==> src/rtl/alu_seq_pkg.sv <==
// Shared definitions for the registered sequential ALU: opcodes, FSM states,
// iteration-unit operation codes and the add/sub overflow helper.
package alu_seq_pkg;

    localparam logic [3:0] OP_PASSA = 4'd0;
    localparam logic [3:0] OP_ADD   = 4'd1;
    localparam logic [3:0] OP_SUB   = 4'd2;
    localparam logic [3:0] OP_PASSB = 4'd3;
    localparam logic [3:0] OP_AND   = 4'd4;
    localparam logic [3:0] OP_OR    = 4'd5;
    localparam logic [3:0] OP_XOR   = 4'd6;
    localparam logic [3:0] OP_NOTA  = 4'd7;
    localparam logic [3:0] OP_SHL   = 4'd8;
    localparam logic [3:0] OP_SHR   = 4'd9;
    localparam logic [3:0] OP_ASR   = 4'd10;
    localparam logic [3:0] OP_MUL   = 4'd11;

    typedef enum logic [1:0] {
        IDLE  = 2'd0,
        SHIFT = 2'd1,
        MUL   = 2'd2
    } state_t;

    typedef enum logic [1:0] {
        IT_SHL = 2'd0,
        IT_SHR = 2'd1,
        IT_ASR = 2'd2,
        IT_MUL = 2'd3
    } iter_op_t;

    // Signed overflow of a + b_eff: operands agree in sign, result does not.
    function automatic logic add_ovf(input logic a_msb, input logic b_msb, input logic r_msb);
        return (a_msb == b_msb) && (r_msb != a_msb);
    endfunction

endpackage

==> src/rtl/alu_seq_if.sv <==
// Request/response bundle between the register-file read side, the ALU and write-back.
interface alu_seq_if #(
    parameter int WIDTH = 8
);
    logic             in_valid;
    logic             in_ready;
    logic [WIDTH-1:0] A_in;
    logic [WIDTH-1:0] B_in;
    logic             c_in;
    logic [3:0]       select;
    logic             out_valid;
    logic             out_ready;
    logic [WIDTH-1:0] ALUres;
    logic             Z;
    logic             C;
    logic             N;
    logic             V;
    logic             err;

    modport master (
        output in_valid, A_in, B_in, c_in, select, out_ready,
        input  in_ready, out_valid, ALUres, Z, C, N, V, err
    );

    modport slave (
        input  in_valid, A_in, B_in, c_in, select, out_ready,
        output in_ready, out_valid, ALUres, Z, C, N, V, err
    );
endinterface

==> src/rtl/alu_seq_iter.sv <==
// Iteration engine for multi-cycle ops: one-bit-per-cycle shifts and a shift-add
// multiplier. done marks the edge that performs the last step; result/carry are that step's output.
module alu_seq_iter
    import alu_seq_pkg::*;
#(
    parameter int WIDTH   = 8,
    parameter int SHAMT_W = $clog2(WIDTH)
) (
    input  logic               clk,
    input  logic               rst,
    input  logic               start,
    input  iter_op_t           op,
    input  logic [WIDTH-1:0]   a,
    input  logic [WIDTH-1:0]   b,
    input  logic [SHAMT_W-1:0] shamt,
    output logic               done,
    output logic [WIDTH-1:0]   result,
    output logic               carry
);
    localparam int CNT_W = $clog2(WIDTH + 1);

    iter_op_t             op_r;
    logic                 busy_r;
    logic [CNT_W-1:0]     cnt_r;
    logic [WIDTH-1:0]     acc_r;
    logic [WIDTH-1:0]     mplier_r;
    logic [2*WIDTH-1:0]   mcand_r;
    logic [2*WIDTH-1:0]   prod_r;
    logic [WIDTH-1:0]     acc_next_s;
    logic [2*WIDTH-1:0]   prod_next_s;
    logic                 out_bit_s;

    // One iteration step of the latched operation
    always_comb begin
        acc_next_s  = acc_r;
        prod_next_s = prod_r;
        out_bit_s   = 1'b0;
        case (op_r)
            IT_SHL: begin
                acc_next_s = {acc_r[WIDTH-2:0], 1'b0};
                out_bit_s  = acc_r[WIDTH-1];
            end
            IT_SHR: begin
                acc_next_s = {1'b0, acc_r[WIDTH-1:1]};
                out_bit_s  = acc_r[0];
            end
            IT_ASR: begin
                acc_next_s = {acc_r[WIDTH-1], acc_r[WIDTH-1:1]};
                out_bit_s  = acc_r[0];
            end
            IT_MUL: begin
                if (mplier_r[0]) begin
                    prod_next_s = prod_r + mcand_r;
                end else begin
                    prod_next_s = prod_r;
                end
            end
            default: begin
                acc_next_s = acc_r;
            end
        endcase
    end

    assign done   = busy_r && (cnt_r == CNT_W'(1));
    assign result = (op_r == IT_MUL) ? prod_next_s[WIDTH-1:0] : acc_next_s;
    assign carry  = (op_r == IT_MUL) ? (|prod_next_s[2*WIDTH-1:WIDTH]) : out_bit_s;

    // Operand latch on start, then step and count down until done
    always_ff @(posedge clk) begin
        if (rst) begin
            op_r     <= IT_SHL;
            busy_r   <= 1'b0;
            cnt_r    <= {CNT_W{1'b0}};
            acc_r    <= {WIDTH{1'b0}};
            mplier_r <= {WIDTH{1'b0}};
            mcand_r  <= {(2*WIDTH){1'b0}};
            prod_r   <= {(2*WIDTH){1'b0}};
        end else if (start) begin
            op_r     <= op;
            busy_r   <= 1'b1;
            cnt_r    <= (op == IT_MUL) ? CNT_W'(WIDTH) : CNT_W'(shamt);
            acc_r    <= a;
            mplier_r <= b;
            mcand_r  <= {{WIDTH{1'b0}}, a};
            prod_r   <= {(2*WIDTH){1'b0}};
        end else if (busy_r) begin
            acc_r    <= acc_next_s;
            prod_r   <= prod_next_s;
            mcand_r  <= {mcand_r[2*WIDTH-2:0], 1'b0};
            mplier_r <= {1'b0, mplier_r[WIDTH-1:1]};
            cnt_r    <= cnt_r - CNT_W'(1);
            busy_r   <= !done;
        end else begin
            busy_r   <= 1'b0;
        end
    end

endmodule

==> src/rtl/alu_seq.sv <==
// Registered ALU with Z/C/N/V flags and valid/ready on both sides. Single-cycle ops
// are computed here; non-zero shifts and MUL are handed to alu_seq_iter.
module alu_seq
    import alu_seq_pkg::*;
#(
    parameter int WIDTH = 8
) (
    input  logic     clk,
    input  logic     rst,
    alu_seq_if.slave bus
);
    localparam int SHAMT_W = $clog2(WIDTH);

    state_t             state_r;
    state_t             state_next_s;
    logic               in_ready_s;
    logic               accept_s;
    logic               iter_start_s;
    logic               iter_done_s;
    logic [SHAMT_W-1:0] shamt_s;
    logic               is_shift_s;
    logic               is_mul_s;
    logic               multi_s;
    iter_op_t           iter_op_s;
    logic [WIDTH-1:0]   b_eff_s;
    logic [WIDTH:0]     sum_s;
    logic [WIDTH-1:0]   res_s;
    logic               carry_s;
    logic               ovf_s;
    logic               err_s;
    logic [WIDTH-1:0]   iter_res_s;
    logic               iter_carry_s;
    logic [WIDTH-1:0]   alu_res_r;
    logic               z_r, c_r, n_r, v_r, err_r, out_valid_r;

    // Classify the presented opcode; zero-amount shifts stay single-cycle
    always_comb begin
        shamt_s    = bus.B_in[SHAMT_W-1:0];
        is_mul_s   = (bus.select == OP_MUL);
        iter_op_s  = IT_MUL;
        is_shift_s = 1'b0;
        case (bus.select)
            OP_SHL: begin
                iter_op_s  = IT_SHL;
                is_shift_s = 1'b1;
            end
            OP_SHR: begin
                iter_op_s  = IT_SHR;
                is_shift_s = 1'b1;
            end
            OP_ASR: begin
                iter_op_s  = IT_ASR;
                is_shift_s = 1'b1;
            end
            default: begin
                iter_op_s  = IT_MUL;
                is_shift_s = 1'b0;
            end
        endcase
        multi_s = is_mul_s || (is_shift_s && (shamt_s != {SHAMT_W{1'b0}}));
    end

    // Second adder operand: PASSA is A + 0 + c_in, SUB uses ~B
    always_comb begin
        case (bus.select)
            OP_ADD:  b_eff_s = bus.B_in;
            OP_SUB:  b_eff_s = ~bus.B_in;
            default: b_eff_s = {WIDTH{1'b0}};
        endcase
    end

    assign sum_s = {1'b0, bus.A_in} + {1'b0, b_eff_s} + {{WIDTH{1'b0}}, bus.c_in};

    // Single-cycle result, carry, overflow and illegal-opcode detection
    always_comb begin
        res_s   = {WIDTH{1'b0}};
        carry_s = 1'b0;
        ovf_s   = 1'b0;
        err_s   = 1'b0;
        case (bus.select)
            OP_PASSA: begin
                res_s   = sum_s[WIDTH-1:0];
                carry_s = sum_s[WIDTH];
            end
            OP_ADD, OP_SUB: begin
                res_s   = sum_s[WIDTH-1:0];
                carry_s = sum_s[WIDTH];
                ovf_s   = add_ovf(bus.A_in[WIDTH-1], b_eff_s[WIDTH-1], sum_s[WIDTH-1]);
            end
            OP_PASSB:               res_s = bus.B_in;
            OP_AND:                 res_s = bus.A_in & bus.B_in;
            OP_OR:                  res_s = bus.A_in | bus.B_in;
            OP_XOR:                 res_s = bus.A_in ^ bus.B_in;
            OP_NOTA:                res_s = ~bus.A_in;
            OP_SHL, OP_SHR, OP_ASR: res_s = bus.A_in;
            OP_MUL:                 res_s = {WIDTH{1'b0}};
            default:                err_s = 1'b1;
        endcase
    end

    // FSM state register
    always_ff @(posedge clk) begin
        if (rst) begin
            state_r <= IDLE;
        end else begin
            state_r <= state_next_s;
        end
    end

    // FSM next-state logic
    always_comb begin
        state_next_s = state_r;
        case (state_r)
            IDLE: begin
                if (accept_s && multi_s) begin
                    state_next_s = is_mul_s ? MUL : SHIFT;
                end else begin
                    state_next_s = IDLE;
                end
            end
            SHIFT, MUL: begin
                if (iter_done_s) begin
                    state_next_s = IDLE;
                end else begin
                    state_next_s = state_r;
                end
            end
            default: state_next_s = IDLE;
        endcase
    end

    // FSM outputs: ready only when idle and the output slot is free or draining
    always_comb begin
        if (state_r == IDLE) begin
            in_ready_s = (!out_valid_r || bus.out_ready) && !rst;
        end else begin
            in_ready_s = 1'b0;
        end
        accept_s     = bus.in_valid && in_ready_s;
        iter_start_s = accept_s && multi_s;
    end

    alu_seq_iter #(
        .WIDTH   (WIDTH),
        .SHAMT_W (SHAMT_W)
    ) u_iter (
        .clk    (clk),
        .rst    (rst),
        .start  (iter_start_s),
        .op     (iter_op_s),
        .a      (bus.A_in),
        .b      (bus.B_in),
        .shamt  (shamt_s),
        .done   (iter_done_s),
        .result (iter_res_s),
        .carry  (iter_carry_s)
    );

    // Output register: load on single-cycle accept or iteration done, else drain
    always_ff @(posedge clk) begin
        if (rst) begin
            alu_res_r   <= {WIDTH{1'b0}};
            z_r         <= 1'b0;
            c_r         <= 1'b0;
            n_r         <= 1'b0;
            v_r         <= 1'b0;
            err_r       <= 1'b0;
            out_valid_r <= 1'b0;
        end else if (accept_s && !multi_s) begin
            alu_res_r   <= res_s;
            z_r         <= (res_s == {WIDTH{1'b0}});
            c_r         <= carry_s;
            n_r         <= res_s[WIDTH-1];
            v_r         <= ovf_s;
            err_r       <= err_s;
            out_valid_r <= 1'b1;
        end else if (iter_done_s) begin
            alu_res_r   <= iter_res_s;
            z_r         <= (iter_res_s == {WIDTH{1'b0}});
            c_r         <= iter_carry_s;
            n_r         <= iter_res_s[WIDTH-1];
            v_r         <= 1'b0;
            err_r       <= 1'b0;
            out_valid_r <= 1'b1;
        end else if (out_valid_r && bus.out_ready) begin
            out_valid_r <= 1'b0;
        end else begin
            out_valid_r <= out_valid_r;
        end
    end

    assign bus.in_ready  = in_ready_s;
    assign bus.out_valid = out_valid_r;
    assign bus.ALUres    = alu_res_r;
    assign bus.Z         = z_r;
    assign bus.C         = c_r;
    assign bus.N         = n_r;
    assign bus.V         = v_r;
    assign bus.err       = err_r;

endmodule

==> src/flat_wrapper.sv <==
// flat-port wrapper written by rule: the top's interface ports become plain ports
module alu_seq_flat import alu_seq_pkg::*;
#(
    parameter int WIDTH = 8
)
  (clk, rst, bus_in_valid, bus_A_in, bus_B_in, bus_c_in, bus_select, bus_out_ready, bus_in_ready, bus_out_valid, bus_ALUres, bus_Z, bus_C, bus_N, bus_V, bus_err);
  alu_seq_if #(.WIDTH(WIDTH)) bus_i ();
  input  logic clk;
  input  logic rst;
  input wire logic [$bits(bus_i.in_valid)-1:0] bus_in_valid;
  input wire logic [$bits(bus_i.A_in)-1:0] bus_A_in;
  input wire logic [$bits(bus_i.B_in)-1:0] bus_B_in;
  input wire logic [$bits(bus_i.c_in)-1:0] bus_c_in;
  input wire logic [$bits(bus_i.select)-1:0] bus_select;
  input wire logic [$bits(bus_i.out_ready)-1:0] bus_out_ready;
  output wire logic [$bits(bus_i.in_ready)-1:0] bus_in_ready;
  output wire logic [$bits(bus_i.out_valid)-1:0] bus_out_valid;
  output wire logic [$bits(bus_i.ALUres)-1:0] bus_ALUres;
  output wire logic [$bits(bus_i.Z)-1:0] bus_Z;
  output wire logic [$bits(bus_i.C)-1:0] bus_C;
  output wire logic [$bits(bus_i.N)-1:0] bus_N;
  output wire logic [$bits(bus_i.V)-1:0] bus_V;
  output wire logic [$bits(bus_i.err)-1:0] bus_err;
  assign bus_i.in_valid = bus_in_valid;
  assign bus_i.A_in = bus_A_in;
  assign bus_i.B_in = bus_B_in;
  assign bus_i.c_in = bus_c_in;
  assign bus_i.select = bus_select;
  assign bus_i.out_ready = bus_out_ready;
  assign bus_in_ready = bus_i.in_ready;
  assign bus_out_valid = bus_i.out_valid;
  assign bus_ALUres = bus_i.ALUres;
  assign bus_Z = bus_i.Z;
  assign bus_C = bus_i.C;
  assign bus_N = bus_i.N;
  assign bus_V = bus_i.V;
  assign bus_err = bus_i.err;
  alu_seq #(.WIDTH(WIDTH)) u_core (.clk(clk), .rst(rst), .bus(bus_i));
endmodule
==> config.mk <==
export PLATFORM = sky130hd
export DESIGN_NAME = alu_seq_flat
export DESIGN_NICKNAME = d
export VERILOG_FILES = /design/src/rtl/alu_seq_pkg.sv /design/src/rtl/alu_seq_if.sv /design/src/rtl/alu_seq_iter.sv /design/src/rtl/alu_seq.sv /design/src/flat_wrapper.sv
export SDC_FILE = /design/constraint.sdc
export NUM_CORES = 1
export LEC_CHECK = 0
export CORE_ASPECT_RATIO = 1.5
export CORE_UTILIZATION = 60
export DETAILED_ROUTE_END_ITERATION = 8
export HOLD_SLACK_MARGIN = 0.06
export PLACE_DENSITY = 0.78
export SYNTH_ARGS = -nofsm -noshare
export SYNTH_HDL_FRONTEND = slang
export SYNTH_SLANG_ARGS = --single-unit
==> constraint.sdc <==
create_clock -name clk -period 6 [get_ports clk]
set_input_delay 1.8 -clock clk [delete_from_list [all_inputs] [get_ports clk]]
set_output_delay 1.8 -clock clk [all_outputs]
set_load 0.02 [all_outputs]
Word level (Yosys, flattened, before mapping):

Cells that the tools add are included.

* bits in registers: 71
* output and inout port bits: 15
* logic and storage cells: 120

* add/sub/neg operators: 4
* equal/unequal tests: 21
* multiplexer cells: 43
* bitwise gates (word level): 5
* reductions and logical operators: 31

Operators with widths (number)
* $mux W8: 9
* $pmux W8 S7: 1
* $mux W16: 2
* $pmux W8 S3: 1
* $mux W1: 20
* $add A16 B16 Y16: 1
* $eq A4 B3 Y1 const B: 4
* $eq A4 B4 Y1 const B: 4
* $logic_not A8 Y1: 2
* $not A8 Y8: 2
* $pmux W8 S2: 1
* $mux W4: 3
* $reduce_or A12 Y1: 1
* $add A8 B8 Y9: 1
* $add A9 B1 Y9: 1
* $and A8 B8 Y8: 1
* $eq A2 B2 Y1 const B: 4
* $eq A4 B1 Y1 const B: 2
* $eq A4 B2 Y1 const B: 2
* $logic_and A1 B1 Y1: 8
* $or A8 B8 Y8: 1
* $reduce_or A2 Y1: 4
* $reduce_or A8 Y1: 1
* $xor A8 B8 Y8: 1
* other kinds (16): 27

Logic depth before layout (Yosys ltp):

Gate-level depths: netlist (run 1).

* depth after elaboration: 8
* gate-level depth with buffers: 18

Cells and area by module:

A second synthesis (run 1) with hierarchy kept.

* cells, all modules: 743
* area, all modules: 5634.2 um^2

By module, submodules not included
* alu_seq_iter: times used 1, cells an instance 436, area each 3455.8 um^2, seq. area each 1101.1 um^2
* alu_seq: times used 1, cells an instance 307, area each 2178.3 um^2, seq. area each 300.3 um^2

Worst setup path after synthesis (run 1):

No wires, ideal clock.

* path kind: input to register
* start point: input port bus_select[0]
* end point: register u_core.z_r (netlist: u_core.bus.Z)
* setup time: 0.059 ns
* data arrival time: 5.380 ns
* data required time: 5.941 ns
* setup slack: 0.561 ns
* stages on the path: 18
* buffers on the path: 4
* path through: buf_2 buf_2 clkbuf_1 nor2b_1 clkbuf_1 nand2_1 o21ai_0 nand2_1 fa_1 fa_1 a21boi_0 a211oi_1 a31oi_1 a2bb2oi_1 o311ai_0 or4_1 o31ai_1 a41o_1

* longest elaborated chain between the ends: 8
* elaborated cells on any way between the ends: 26
* those cells by class: 2 x add/sub; 11 x eq/ne; 4 x mux; 9 x reduce/logical

Ends and longest elaborated chain
* from (decl): line flat_wrapper.sv:14 `input wire logic [$bits(bus_i.select)-1:0] bus_select;`
* branches (longest 8 deep; another with $add A8 B8 Y9)
* to (signal assigned): line alu_seq.sv:171 `z_r <= (res_s == {WIDTH{1'b0}});`
* to (signal assigned): line alu_seq.sv:179 `z_r <= (iter_res_s == {WIDTH{1'b0}});`
* to (decl): line alu_seq.sv:34 `logic z_r, c_r, n_r, v_r, err_r, out_valid_r;`

Several ways; the timed one is not identified.
A chain may end at the register's enable or synchronous reset.

Worst setup path in the final report (run 1):

* start point: input port rst
* end point: output port bus_in_ready

* longest elaborated chain between the ends: 3

Ends and longest elaborated chain
* from (decl): line flat_wrapper.sv:9 `input logic rst;`
* $logic_not A1 Y1: line alu_seq.sv:135 `in_ready_s = (!out_valid_r || bus.out_ready) && !rst;`
* $logic_and A1 B1 Y1: line alu_seq.sv:135
* $mux W1: line alu_seq.sv:134 `if (state_r == IDLE) begin`
* to (decl): line flat_wrapper.sv:16 `output wire logic [$bits(bus_i.in_ready)-1:0] bus_in_ready;`

No other way between the ends.

==> results_dict.tcl, run 1 <==
set metrics [dict create \
    status "finished, final reports clean" \
    wl_met3_um 677 \
    clk_latency_ns 0.34 \
    wirelength_mm 16.5 \
    grtUsageTotal 0.358 \
    fin_skew_ns 0.00622 \
    cts_tree "done" \
    period_needed_ns 5.16 \
    reg2reg_depth 11 \
    cts_htree_levels 3 \
    cp.required_ns 4.20 \
    die_h_um 119 \
    drc 0 \
    worstHoldPathCells 2 \
    ctsRootBufferMaster "clkbuf_16" \
    yosysUniqueCellTypes 67 \
    dr.pass1.iters 5 \
    place_hpwl_mm 12.5 \
    arrival_ns 3.36 \
    syn-num-nets 814 \
    setup_viol 0 \
    fp-row-count 42 \
    drt_iter0_drc 401 \
    max_stage_delay_ns 0.58 \
    die_area_sq_um 9580 \
    cp_common_cell "clkdlybuf4s50_1" \
    r2r_setup_slack_ns 2.75 \
    grt_pass1_wl_mm 26.2 \
    worstMarginPinSlew_ns 1.25 \
    fin_util 0.701 \
    ant_nets 0 \
    endpoint_kind "primary output" \
    peakVddDrop_v 0.000142 \
    synth_top_area_cell "dfxtp_1" \
    globalRoute.totalOverflow 0 \
    layout-drive-gt1-share 0.0515 \
    p_leak_nw 2.34 \
    synth_ff_type "dfxtp_1" \
    yosysWarnings 0 \
    clock-sinks 70 \
    num_io_pins 40 \
    critPathKind "input port to primary output" \
    start_util 0.621 \
    ctsHoldBuffers 0 \
    ys_seq_elements 70 \
    syn_area_sq_um 5510 \
    finalCritPeriodShare 0.861 \
    place_congestion 1.03 \
    wire_per_inst_um 19.0 \
    rsz0062_at_grt "no" \
    grt_max_degree 52 \
    grt_pass1_vias 5363 \
    vias 5529 \
    async_reset_ff_frac 0 \
    synth_area_per_cell_sq_um 7.45 \
    fin_tns_setup_ns 0 \
    drv_slew 0 \
    hold_ws_ns 0.471 \
    hold_violations 0 \
    synth_area_leaders "dfxtp_1, ha_1, nor2_1" \
    powerDensity_nw_per_um2 201 \
    reg2reg_from "u_core.u_iter.mcand_r[0]" \
    slew_headroom 0.164 \
    core_area_sq_um 8880 \
    fmax_mhz 194 \
    grt_antenna_before_repair 0 \
    wl_met1_mm 6.31 \
    hold_start "u_core.bus.err" \
    port_buffers 39 \
    highest_layer "met4" \
    synth_top_area_frac 0.254 \
    chipWidth_um 80.3 \
    cts_max_path_buffers 2 \
    cts_buffers 9 \
    ctsResizeCount 0 \
    yosysSeqAreaShare 0.254 \
    postCtsSetupBuffers 0 \
    final_nets 827 \
    hp-class "flip-flop to flip-flop" \
    slowest_stage "clkdlybuf4s50_1" \
    worstPathCellList "clkdlybuf4s50_1 -> clkinv_1 -> and3_1 -> clkdlybuf4s50_1" \
    crit_fanout 9 \
    diodes 0 \
    path_clk_slew_ns 0.06 \
    synth_cells 740 \
    synth_edf_count 0 \
    setup.worst_path.start_class "input port" \
    max-cap-violations 0 \
    syn_to_final_growth_pct 12.9 \
    holdPathEnd "u_core.bus.err" \
    r2r_end "u_core.bus.C" \
    wl_met2_mm 8.51 \
    viasPerCell 6.37 \
]
[critical path: cells and delay by family]
kind	cells	cell delay (ns)
buf+inv	3	1.30
simple gates	1	0.26
[flip-flops by register name (all words and copies together), names as in the netlist]
register                cells
u_core.state_r              2
u_core.u_iter.mplier_r      8
u_core.bus.out_valid        1
u_core.bus.ALUres           8
u_core.u_iter.acc_r         8
u_core.bus.err              1
u_core.bus.Z                1
u_core.u_iter.op_r          2
u_core.bus.V                1
u_core.u_iter.cnt_r         4
u_core.bus.C                1
u_core.u_iter.prod_r       16
u_core.u_iter.busy_r        1
u_core.u_iter.mcand_r      16
[routing by layer]
metal	GRT usage	up-vias
li1	-	2646
met1	0.380	2616
met2	0.644	198
met3	0.0429	69
met4	0.238	0
met5	0	-
[cells in the mapped netlist (14+ instances only)]
library cell and instances:
nor2_1 116, nand2_1 85, dfxtp_1 70, a21oi_1 66, ha_1 46, inv_1 40, clkbuf_1 38, mux2i_1 37
a211oi_1 26, o21ai_0 26, nand3_1 19, o211ai_1 14
[area by class of cell]
| type | count | area (sq um) |
|---|---|---|
| clock buffers | 11 | 233 |
| clock inverters | 5 | 60.1 |
| fillers | 770 | 2660 |
| inverters | 41 | 154 |
| multi-input cells | 583 | 3780 |
| flip-flops and latches | 70 | 1400 |
| well taps | 110 | 138 |
| repair buffers | 48 | 458 |
[per-stage QoR]
step,power [mW],cell area [sq um],instances,setup WS (ns)
final,1.25,6220,868,0.835
after global routing,1.29,6220,868,0.576
after CTS,1.25,6220,868,0.823
after detailed placement,0.721,5930,852,0.552
after global placement,0.717,5930,852,0.629
after floorplan,0.640,5510,740,0.561
[placed cells by master (no fill, tap or decap), drive strengths merged, types with 11 or more instances in the layout]
master	Yosys	final
a211oi	26	26
a21oi	66	66
clkbuf	38	11
clkdlybuf4s50	0	39
dfxtp	70	70
ha	46	46
inv	40	40
mux2i	37	37
nand2	85	85
nand3	19	19
nor2	117	117
nor2b	11	11
nor3	11	11
o211ai	14	14
o21ai	27	27
xnor2	13	13
[logic make-up (layout without fill, tap and decap cells)]
family | after synthesis | count (layout) | share of synthesized area
xor+xnor | 17 | 17 | 0.0270
simple gates | 276 | 276 | 0.220
mux | 43 | 43 | 0.0835
flops | 70 | 70 | 0.254
buf+inv | 87 | 105 | 0.0611
compound gates | 198 | 198 | 0.239
fa+ha+maj | 49 | 49 | 0.115
[worst max path at each step]
stage,start,depth (start not counted),end,slack [ns]
floorplan,bus_select[0],18,u_core.bus.Z,0.56
global placement,bus_select[0],14,u_core.bus.Z,0.63
detailed placement,bus_select[0],14,u_core.bus.Z,0.55
CTS,rst,4,bus_in_ready,0.82
global route,bus_select[0],14,u_core.bus.Z,0.58
finish,rst,4,bus_in_ready,0.84
[where the power goes]
group / internal, mW / switching (mW) / total, mW / leakage, nW
sequential: 0.479 / 0.0131 / 0.492 / 0.568
combinational: 0.0906 / 0.133 / 0.224 / 1.63
clock: 0.323 / 0.212 / 0.535 / 0.140
No activity file was read; power rests on OpenSTA's default activity.
==> inputs of run 2 (changes only) <==
--- a/config.mk
+++ b/config.mk
@@ -5,6 +5,7 @@
 export SDC_FILE = /design/constraint.sdc
 export NUM_CORES = 1
 export LEC_CHECK = 0
+export CAP_MARGIN = 20
 export CORE_ASPECT_RATIO = 1.5
 export CORE_UTILIZATION = 60
 export DETAILED_ROUTE_END_ITERATION = 8
==> constraint.sdc (replaced) <==
create_clock -name clk -period 5.7 [get_ports clk]
set_input_delay 1.71 -clock clk [delete_from_list [all_inputs] [get_ports clk]]
set_output_delay 1.71 -clock clk [all_outputs]
set_load 0.02 [all_outputs]
==> run 2 against run 1 <==
Against the previous run: core utilization grew 0.34 points; sequential share of layout area decreased by 0.11 points; global-route usage barely moved; die area unchanged; hold slack worse by 0.0031 ns; critical endpoint is now u_core.bus.Z; largest cell class unchanged.
==> results_dict.tcl, run 2 (same netlist as run 1, synthesis figures left out) <==
set metrics [dict create \
    status "finished, final reports clean" \
    drv_slew 0 \
    slew_headroom 0.281 \
    grtUsageTotal 0.358 \
    worstMarginPinSlew_ns 1.07 \
    slowest_stage "clkdlybuf4s50_1" \
    die_area_sq_um 9580 \
    setup_viol 0 \
    grt_pass1_wl_mm 26.1 \
    final_common_cell "nor2_1" \
    vias 5514 \
    core_area_sq_um 8880 \
    grt_pass1_vias 5354 \
    endpoint_kind "flip-flop" \
    finalCritPeriodShare 0.875 \
    fmax_mhz 200 \
    num_io_pins 40 \
    peakVddDrop_v 0.000211 \
    globalRoute.totalOverflow 0 \
    postCtsSetupBuffers 0 \
    crit_buf_inv 1 \
    layout-drive-gt1-share 0.0564 \
    top_regs "u_core.u_iter.mcand_r (16), u_core.u_iter.prod_r (16)" \
    fin_tns_setup_ns 0 \
    drc 0 \
    clk_latency_ns 0.34 \
    grt_antenna_before_repair 0 \
    final_nets 831 \
    syn_to_final_growth_pct 13.5 \
    cts_max_path_buffers 2 \
    critPathKind "input port to flip-flop" \
    worstPathCellList "clkdlybuf4s50_1 -> nor2b_1 -> nand2_1 -> o21ai_0 -> nand2_1 -> fa_1 -> fa_1 -> nor2b_1 -> o21ai_0 -> a21boi_0 -> o41a_1 -> o221ai_1 -> or4_1 -> o31ai_1 -> a41o_1" \
    start_util 0.621 \
    setup.worst_path.start_class "input port" \
    viasPerCell 6.32 \
    hp-class "flip-flop to flip-flop" \
    max-cap-violations 0 \
    drt_iter0_drc 366 \
    path_clk_slew_ns 0.05 \
    cp.required_ns 5.97 \
    wire_per_inst_um 19.1 \
    ctsRootBufferMaster "clkbuf_16" \
    die_h_um 119 \
    fin_skew_ns 0.0104 \
    rsz0062_at_grt "no" \
    cts_buffers 9 \
    ctsHoldBuffers 0 \
    chipWidth_um 80.3 \
    cts_tree "done" \
    p_leak_nw 2.36 \
    period_needed_ns 4.99 \
    wirelength_mm 16.6 \
    dr.pass1.iters 6 \
    layout_common_cells "nor2_1, nand2_1, dfxtp_1" \
    hold_violations 0 \
    powerDensity_nw_per_um2 211 \
    fp-row-count 42 \
    place_congestion 1.02 \
    cts_htree_levels 3 \
    max_stage_delay_ns 0.55 \
    design_area_sq_um 6250 \
    arrival_ns 5.26 \
    port_buffers 39 \
    diodes 0 \
    ctsResizeCount 0 \
    crit_family "compound AO/OA/AOI/OAI gates" \
    ant_nets 0 \
    place_hpwl_mm 12.5 \
    clock-sinks 70 \
    crit_fanout 5 \
    placed_area_sq_um 5960 \
    grt_max_degree 52 \
]
[run 2: cell types whose count changed in the layout (fill, tap and decap cells not counted), sizes merged]
cell / before / now
buf: 9 / 13
[run 2: area by class of cell]
class / count / area, sq um
Sequential cell: 70 / 1400
Timing Repair Buffer: 52 / 488
Inverter: 41 / 154
Clock inverter: 5 / 60.1
Multi-Input combinational cell: 583 / 3780
Tap cell: 110 / 138
Clock buffer: 11 / 233
Fill cell: 764 / 2630
[run 2: worst register-to-register path, stage by stage (launching register included)]
cell and delay (ns):
dfxtp_1 0.36, ha_1 0.20, inv_1 0.07, fa_1 0.45, nand2b_1 0.18, a21oi_1 0.33
nor2_1 0.07, o21ai_0 0.24, xor2_1 0.15, a2111oi_0 0.42, nand4b_1 0.15, o41a_1 0.38
[run 2: worst paths after layout]
path / slack (ns) / cells past startpoint / to / start
worst min-delay path: 0.47 / 2 / u_core.state_r[1] / u_core.state_r[1]
worst max register to register: 2.58 / 11 / u_core.bus.C / u_core.u_iter.mcand_r[0]
worst max-delay path: 0.71 / 15 / u_core.bus.Z / bus_select[0]
worst min register to register: 0.47 / 2 / u_core.state_r[1] / u_core.state_r[1]
[run 2: stage by stage]
step | hold WS, ns | utilization | power [mW] | worst slack (ns) | cells
after floorplan | 0.444 | - | 0.674 | 0.351 | 740
after global placement | 0.452 | 0.671 | 0.756 | 0.468 | 856
after detailed placement | 0.467 | 0.671 | 0.762 | 0.389 | 856
after CTS | 0.467 | 0.704 | 1.31 | 0.714 | 872
after global routing | 0.485 | 0.704 | 1.36 | 0.329 | 872
final | 0.468 | 0.704 | 1.32 | 0.712 | 872
[run 2: layer usage]
layer	up-vias	track usage	routed length [um]
li1	2660	-	-
met1	2573	0.368	6310
met2	205	0.649	8480
met3	76	0.0575	788
met4	0	0.237	1060
met5	-	0	0
[run 2: power by group]
group	switching [mW]	internal (mW)	total, mW
Combinational	0.141	0.0970	0.238
Sequential	0.0139	0.505	0.518
Clock	0.221	0.340	0.561
Total	0.376	0.941	1.32
==> inputs of run 3 (changes only) <==
--- a/config.mk
+++ b/config.mk
@@ -8,6 +8,7 @@
 export CAP_MARGIN = 20
 export CORE_ASPECT_RATIO = 1.5
 export CORE_UTILIZATION = 60
+export CTS_BUF_LIST = sky130_fd_sc_hd__clkbuf_8
 export DETAILED_ROUTE_END_ITERATION = 8
 export HOLD_SLACK_MARGIN = 0.06
 export PLACE_DENSITY = 0.78
==> constraint.sdc (replaced) <==
create_clock -name clk -period 5.7 [get_ports clk]
set_input_delay 1.425 -clock clk [delete_from_list [all_inputs] [get_ports clk]]
set_output_delay 1.425 -clock clk [all_outputs]
set_load 0.02 [all_outputs]
==> run 3 against run 2 <==
Against the previous run: first-iteration DRC count is 23% higher; via count grew 0.76%; sequential power barely moved; total power rose by 0.66%; maximum frequency up 4.3%; core utilization down 0.24 points; die area stayed put; clock-buffer cell count unchanged; clock skew down 0.0031 ns; register-to-register slack lost 0.04 ns; sequential share of layout area is 0.077 points higher.
==> results_dict.tcl, run 3 (same netlist as run 1, synthesis figures left out) <==
set metrics [dict create \
    ff_latch_area_sq_um 1400 \
    place_congestion 1.01 \
    slowest_stage "or4_1" \
    place_hpwl_mm 12.2 \
    cp.required_ns 6.02 \
    core_area_sq_um 8880 \
    final_nets 829 \
    path_clk_slew_ns 0.08 \
    fin_tns_setup_ns 0 \
    grtUsageTotal 0.362 \
    layout_common_cells "nor2_1, nand2_1, dfxtp_1" \
    grt_pass1_wl_mm 26.5 \
    layout-drive-gt1-share 0.0566 \
    cts_tree "done" \
    dr.pass1.iters 6 \
    vias 5556 \
    pre_cts_slack_ns 0.621 \
    postCtsSetupBuffers 0 \
    setup.worst_path.start_class "input port" \
    hold_ws_ns 0.474 \
    die_h_um 119 \
    status "finished, final reports clean" \
    num_io_pins 40 \
    hp-class "flip-flop to flip-flop" \
    p_leak_nw 2.35 \
    fin_ws_ns 0.919 \
    drc 0 \
    crit_family "compound AO/OA/AOI/OAI gates" \
    crit_buf_inv 1 \
    rsz0062_at_grt "no" \
    drt_iter0_drc 451 \
    ant_nets 0 \
    syn_to_final_growth_pct 13.1 \
    die_area_sq_um 9580 \
    globalRoute.totalOverflow 0 \
    max_stage_delay_ns 0.55 \
    wire_per_inst_um 18.8 \
    r2r_setup_slack_ns 2.54 \
    cts_buffers 9 \
    ctsHoldBuffers 0 \
    cts_max_path_buffers 2 \
    grt_pass1_vias 5440 \
    ctsRootBufferMaster "clkbuf_8" \
    period_needed_ns 4.78 \
    top_regs "u_core.u_iter.mcand_r (16), u_core.u_iter.prod_r (16)" \
    endpoint_kind "flip-flop" \
    arrival_ns 5.10 \
    setup_viol 0 \
    critPathKind "input port to flip-flop" \
    wirelength_mm 16.3 \
    clock-sinks 70 \
    grt_antenna_before_repair 0 \
    chipWidth_um 80.3 \
    worstPathCellList "clkdlybuf4s50_1 -> nand2b_1 -> o21ai_0 -> nand2_1 -> fa_1 -> fa_1 -> nor2b_1 -> o21ai_0 -> a21boi_0 -> o41a_1 -> o221ai_1 -> or4_1 -> o31ai_1 -> a41o_1" \
    viasPerCell 6.39 \
    hold_violations 0 \
    port_buffers 39 \
    fill_cells 777 \
    grt_max_degree 52 \
    multi_input_area_sq_um 3780 \
    drv_slew 0 \
    cts_htree_levels 3 \
    final_common_cell "nor2_1" \
    finalCritPeriodShare 0.839 \
    crit_fanout 9 \
    fp-row-count 42 \
    peakVddDrop_v 0.000135 \
    fmax_mhz 209 \
    powerDensity_nw_per_um2 213 \
    ctsResizeCount 0 \
    diodes 0 \
    worstMarginPinSlew_ns 1.08 \
    slew_headroom 0.274 \
    clk_latency_ns 0.37 \
    start_util 0.621 \
    fin_skew_ns 0.00729 \
    max-cap-violations 0 \
]
run 3: changes by cell type in the layout (fill, tap and decap cells not counted):
cell / previous run / this run
buf_4: 13 / 10
bufinv_16: 1 / 4
clkbuf_1: 2 / 0
clkbuf_16: 9 / 0
clkbuf_8: 0 / 12
clkinv_2: 1 / 0
clkinv_4: 2 / 1
clkinvlp_4: 1 / 0
run 3: cell type report:
cell class                      instances  share of cell area
Multi-Input combinational cell        583               0.606
Clock inverter                          5              0.0207
Clock buffer                           11              0.0243
Tap cell                              110              0.0221
Sequential cell                        70               0.225
Inverter                               41              0.0247
Timing Repair Buffer                   50              0.0769
run 3: path summary, 6_finish.rpt:
path | depth (start not counted) | end | startpoint
setup / recovery | 14 | u_core.bus.Z | bus_select[1]
hold / removal | 2 | u_core.state_r[1] | u_core.state_r[1]
setup reg to reg | 11 | u_core.bus.C | u_core.u_iter.mcand_r[0]
hold reg to reg | 2 | u_core.state_r[1] | u_core.state_r[1]
run 3: metrics by stage:
stage / power, mW / std cells / instance area, sq um / utilization
6_report: 1.33 / 870 / 6230 / 0.702
5_1_grt: 1.37 / 870 / 6230 / 0.702
4_1_cts: 1.32 / 869 / 6220 / 0.700
3_5_place_dp: 0.758 / 853 / 5940 / 0.669
3_3_place_gp: 0.753 / 853 / 5940 / 0.669
2_1_floorplan: 0.674 / 740 / 5510 / -
run 3: worst min-delay path: cells and delay by family, from the launching register on:
kind | cells | cell delay, ns
AND/OR/NAND/NOR | 1 | 0.06
AO/OA/AOI/OAI | 1 | 0.05
flip-flops | 1 | 0.32
run 3: where the power goes:
group	switching, mW	internal [mW]	leakage, nW
Clock	0.213	0.360	0.140
Combinational	0.142	0.0962	1.64
Sequential	0.0117	0.504	0.568
run 3: metal layers:
layer  global-route usage  vias up  routed length (um)
li1                     -     2642                   -
met1                0.398     2591                6050
met2                0.639      256                8390
met3               0.0544       67                 922
met4                0.214        0                 983
met5                    0        -                   0
==> RTL change, RTL diff (flow settings as in run 1) <==
Reset style: asynchronous (`rst`), changed in 3 clocked blocks.
--- a/src/rtl/alu_seq_iter.sv
+++ b/src/rtl/alu_seq_iter.sv
@@ -68,3 +68,3 @@
     // Operand latch on start, then step and count down until done
-    always_ff @(posedge clk) begin
+    always_ff @(posedge clk or posedge rst) begin
         if (rst) begin
--- a/src/rtl/alu_seq.sv
+++ b/src/rtl/alu_seq.sv
@@ -101,3 +101,3 @@
     // FSM state register
-    always_ff @(posedge clk) begin
+    always_ff @(posedge clk or posedge rst) begin
         if (rst) begin
@@ -159,3 +159,3 @@
     // Output register: load on single-cycle accept or iteration done, else drain
-    always_ff @(posedge clk) begin
+    always_ff @(posedge clk or posedge rst) begin
         if (rst) begin
Function: differs if rst is asserted again (counterexample within 4 cycles, from zero or initial values and one cycle with rst high); with rst held inactive, the same outputs for 4 cycles.
==> RTL change against run 1 <==
Fmax shrank 1.8%. Cell area grew 3.3%. Sequential cell count is the same. Worst setup slack lost 0.093 ns. Critical path depth grew 9. Register-to-register slack gained 0.10 ns. Synthesized area grew 3.7%. Wire length shrank 3.3%. Critical path type is now input port to flop. Critical endpoint is now u_core.bus.Z.
Power is not compared: it rests on default switching activity, and its combinational part moved more than twofold at a synthesized area within 25%.
==> RTL change: results (changes against run 1) <==
[critical_path]
slowest_delay_ns=0.58  ; about the same
crit_fanout=9  ; unchanged
reg2reg_from=u_core.u_iter.mcand_r[0]  ; unchanged
slowest_stage=clkdlybuf4s50_1  ; unchanged
crit_end=u_core.bus.Z  ; was bus_in_ready
reg2reg_setup_slack_ns=2.85  ; was 2.75 ns
crit_start=bus_select[1]  ; was rst
arrival_ns=5.51  ; was 3.36 ns
crit_family=compound AO/OA/AOI/OAI gates  ; was buffers and inverters
regToRegEndpoint=u_core.bus.C  ; unchanged
reg2regPathDepth=9  ; was 11

[grt]
use_met3_pct=4.87  ; was 4.29%
grtUsageMet1_pct=37.2  ; was 38.0%
grtUsageTotal_pct=34.1  ; was 35.8%
grt_max_degree=76  ; was 52
grt_pass1_wl_um=25300  ; was 26200 µm
grt_use_met2_pct=58.9  ; was 64.4%

[detailed_routing]
wl_per_cell_um=19.4  ; was 19.0 µm
wl_met1_um=6060  ; was 6310 µm
top_layer=met4  ; unchanged
via_count=5324  ; was 5529
met3_length_um=669  ; was 677 µm
dr_wl_met2_um=8120  ; was 8510 µm
first_iter_violations=462  ; was 401

[layout]
largestRegisters=u_core.u_iter.mcand_r: 16 flops, u_core.u_iter.prod_r: 16 flops  ; unchanged
final_layout_size_suffix_gt1_share_pct=6.49  ; was 5.15%
nets=777  ; was 827
filler_cell_count=777  ; was 770

[yosys]
ys_async_sr_fraction_pct=100  ; was 0%
synthTopCellsByArea=dfrtp_1 (31%), ha_1 (9.8%), mux2i_1 (6.1%)  ; was dfxtp_1 (25%), ha_1 (10%), nor2_1 (7.9%)
ys_seq_area_share_pct=30.6  ; was 25.4%
synth_nets=759  ; was 814
synth_commonest_cells=nand2_1 (81), dfrtp_1 (70), nor2_1 (58)  ; was nor2_1 (116), nand2_1 (85), dfxtp_1 (70)
ys.flop_type=dfrtp_1  ; was dfxtp_1
synth_cell_type_count=69  ; was 67

[clock_network]
postCtsResizedCells=0  ; unchanged
clk_latency_ns=0.33
max-clock-path-buffers=2  ; unchanged

[timing]
tightest_slew_ns=0.833  ; was 1.25 ns
clock_skew_ns=0.00492  ; was 0.00622 ns

[place]
globalplace.congestion=0.945  ; was 1.03
placed_cell_area_mm2=0.00614  ; was 0.00593 mm²
numPortBuffers=39  ; unchanged
dpl.hpwl_um=12200  ; was 12500 µm

[hold_path]
min-delay-start=u_core.bus.V  ; was u_core.bus.err
holdPathStages=2  ; unchanged
min_to=u_core.bus.V  ; was u_core.bus.err

[status]
status=complete, no violations  ; unchanged

==> RTL change: cell count changes after synthesis, sizes merged, moves of 5 or more <==
cell	delta
dfrtp	+70
o21ai	+28
o2111ai	+6
a21oi	-27
xnor2	-5
dfxtp	-70
a211oi	-11
buf	+8
nor2	-59
clkbuf	-14
or3	+5
==> RTL change: final cells by class <==
| class | instances | area (µm²) | share of cell area (%) |
|---|---|---|---|
| Timing Repair Buffer | 47 | 450 | 7.01 |
| Inverter | 38 | 143 | 2.22 |
| Tap cell | 112 | 140 | 2.18 |
| Clock inverter | 3 | 17.5 | 0.272 |
| Sequential cell | 70 | 1750 | 27.3 |
| Multi-Input combinational cell | 538 | 3660 | 56.9 |
| Clock buffer | 13 | 270 | 4.20 |
==> RTL change: metrics by stage <==
| step | std cells | setup slack, ns | utilization, % | hold WS (ns) | power, mW |
|---|---|---|---|---|---|
| after detailed placement | 805 | 0.428 | 66.4 | 0.513 | 2.21 |
| after CTS | 821 | 0.768 | 69.5 | 0.526 | 2.73 |
| final | 821 | 0.742 | 69.5 | 0.521 | 2.73 |
| after global routing | 821 | 0.465 | 69.5 | 0.551 | 2.93 |
| after floorplan | 686 | 0.659 | - | 0.486 | 1.82 |
| after global placement | 805 | 0.523 | 66.4 | 0.486 | 2.15 |
==> RTL change: kinds of logic (layout without fill, tap and decap cells) <==
logic type,after synthesis,after routing,share of synthesized area (%)
AO/OA/AOI/OAI,198,198,23.4
XOR/XNOR,16,16,2.45
adder cells (fa/ha/maj),48,48,10.9
buffers and inverters,78,101,5.49
flip-flops,70,70,30.6
multiplexers,41,41,7.51
AND/OR/NAND/NOR,235,235,19.6
==> RTL change: power by group <==
group | switching, mW | internal, mW
logic | 0.801 | 0.592
registers | 0.174 | 0.664
clock network | 0.188 | 0.312
total | 1.16 | 1.57
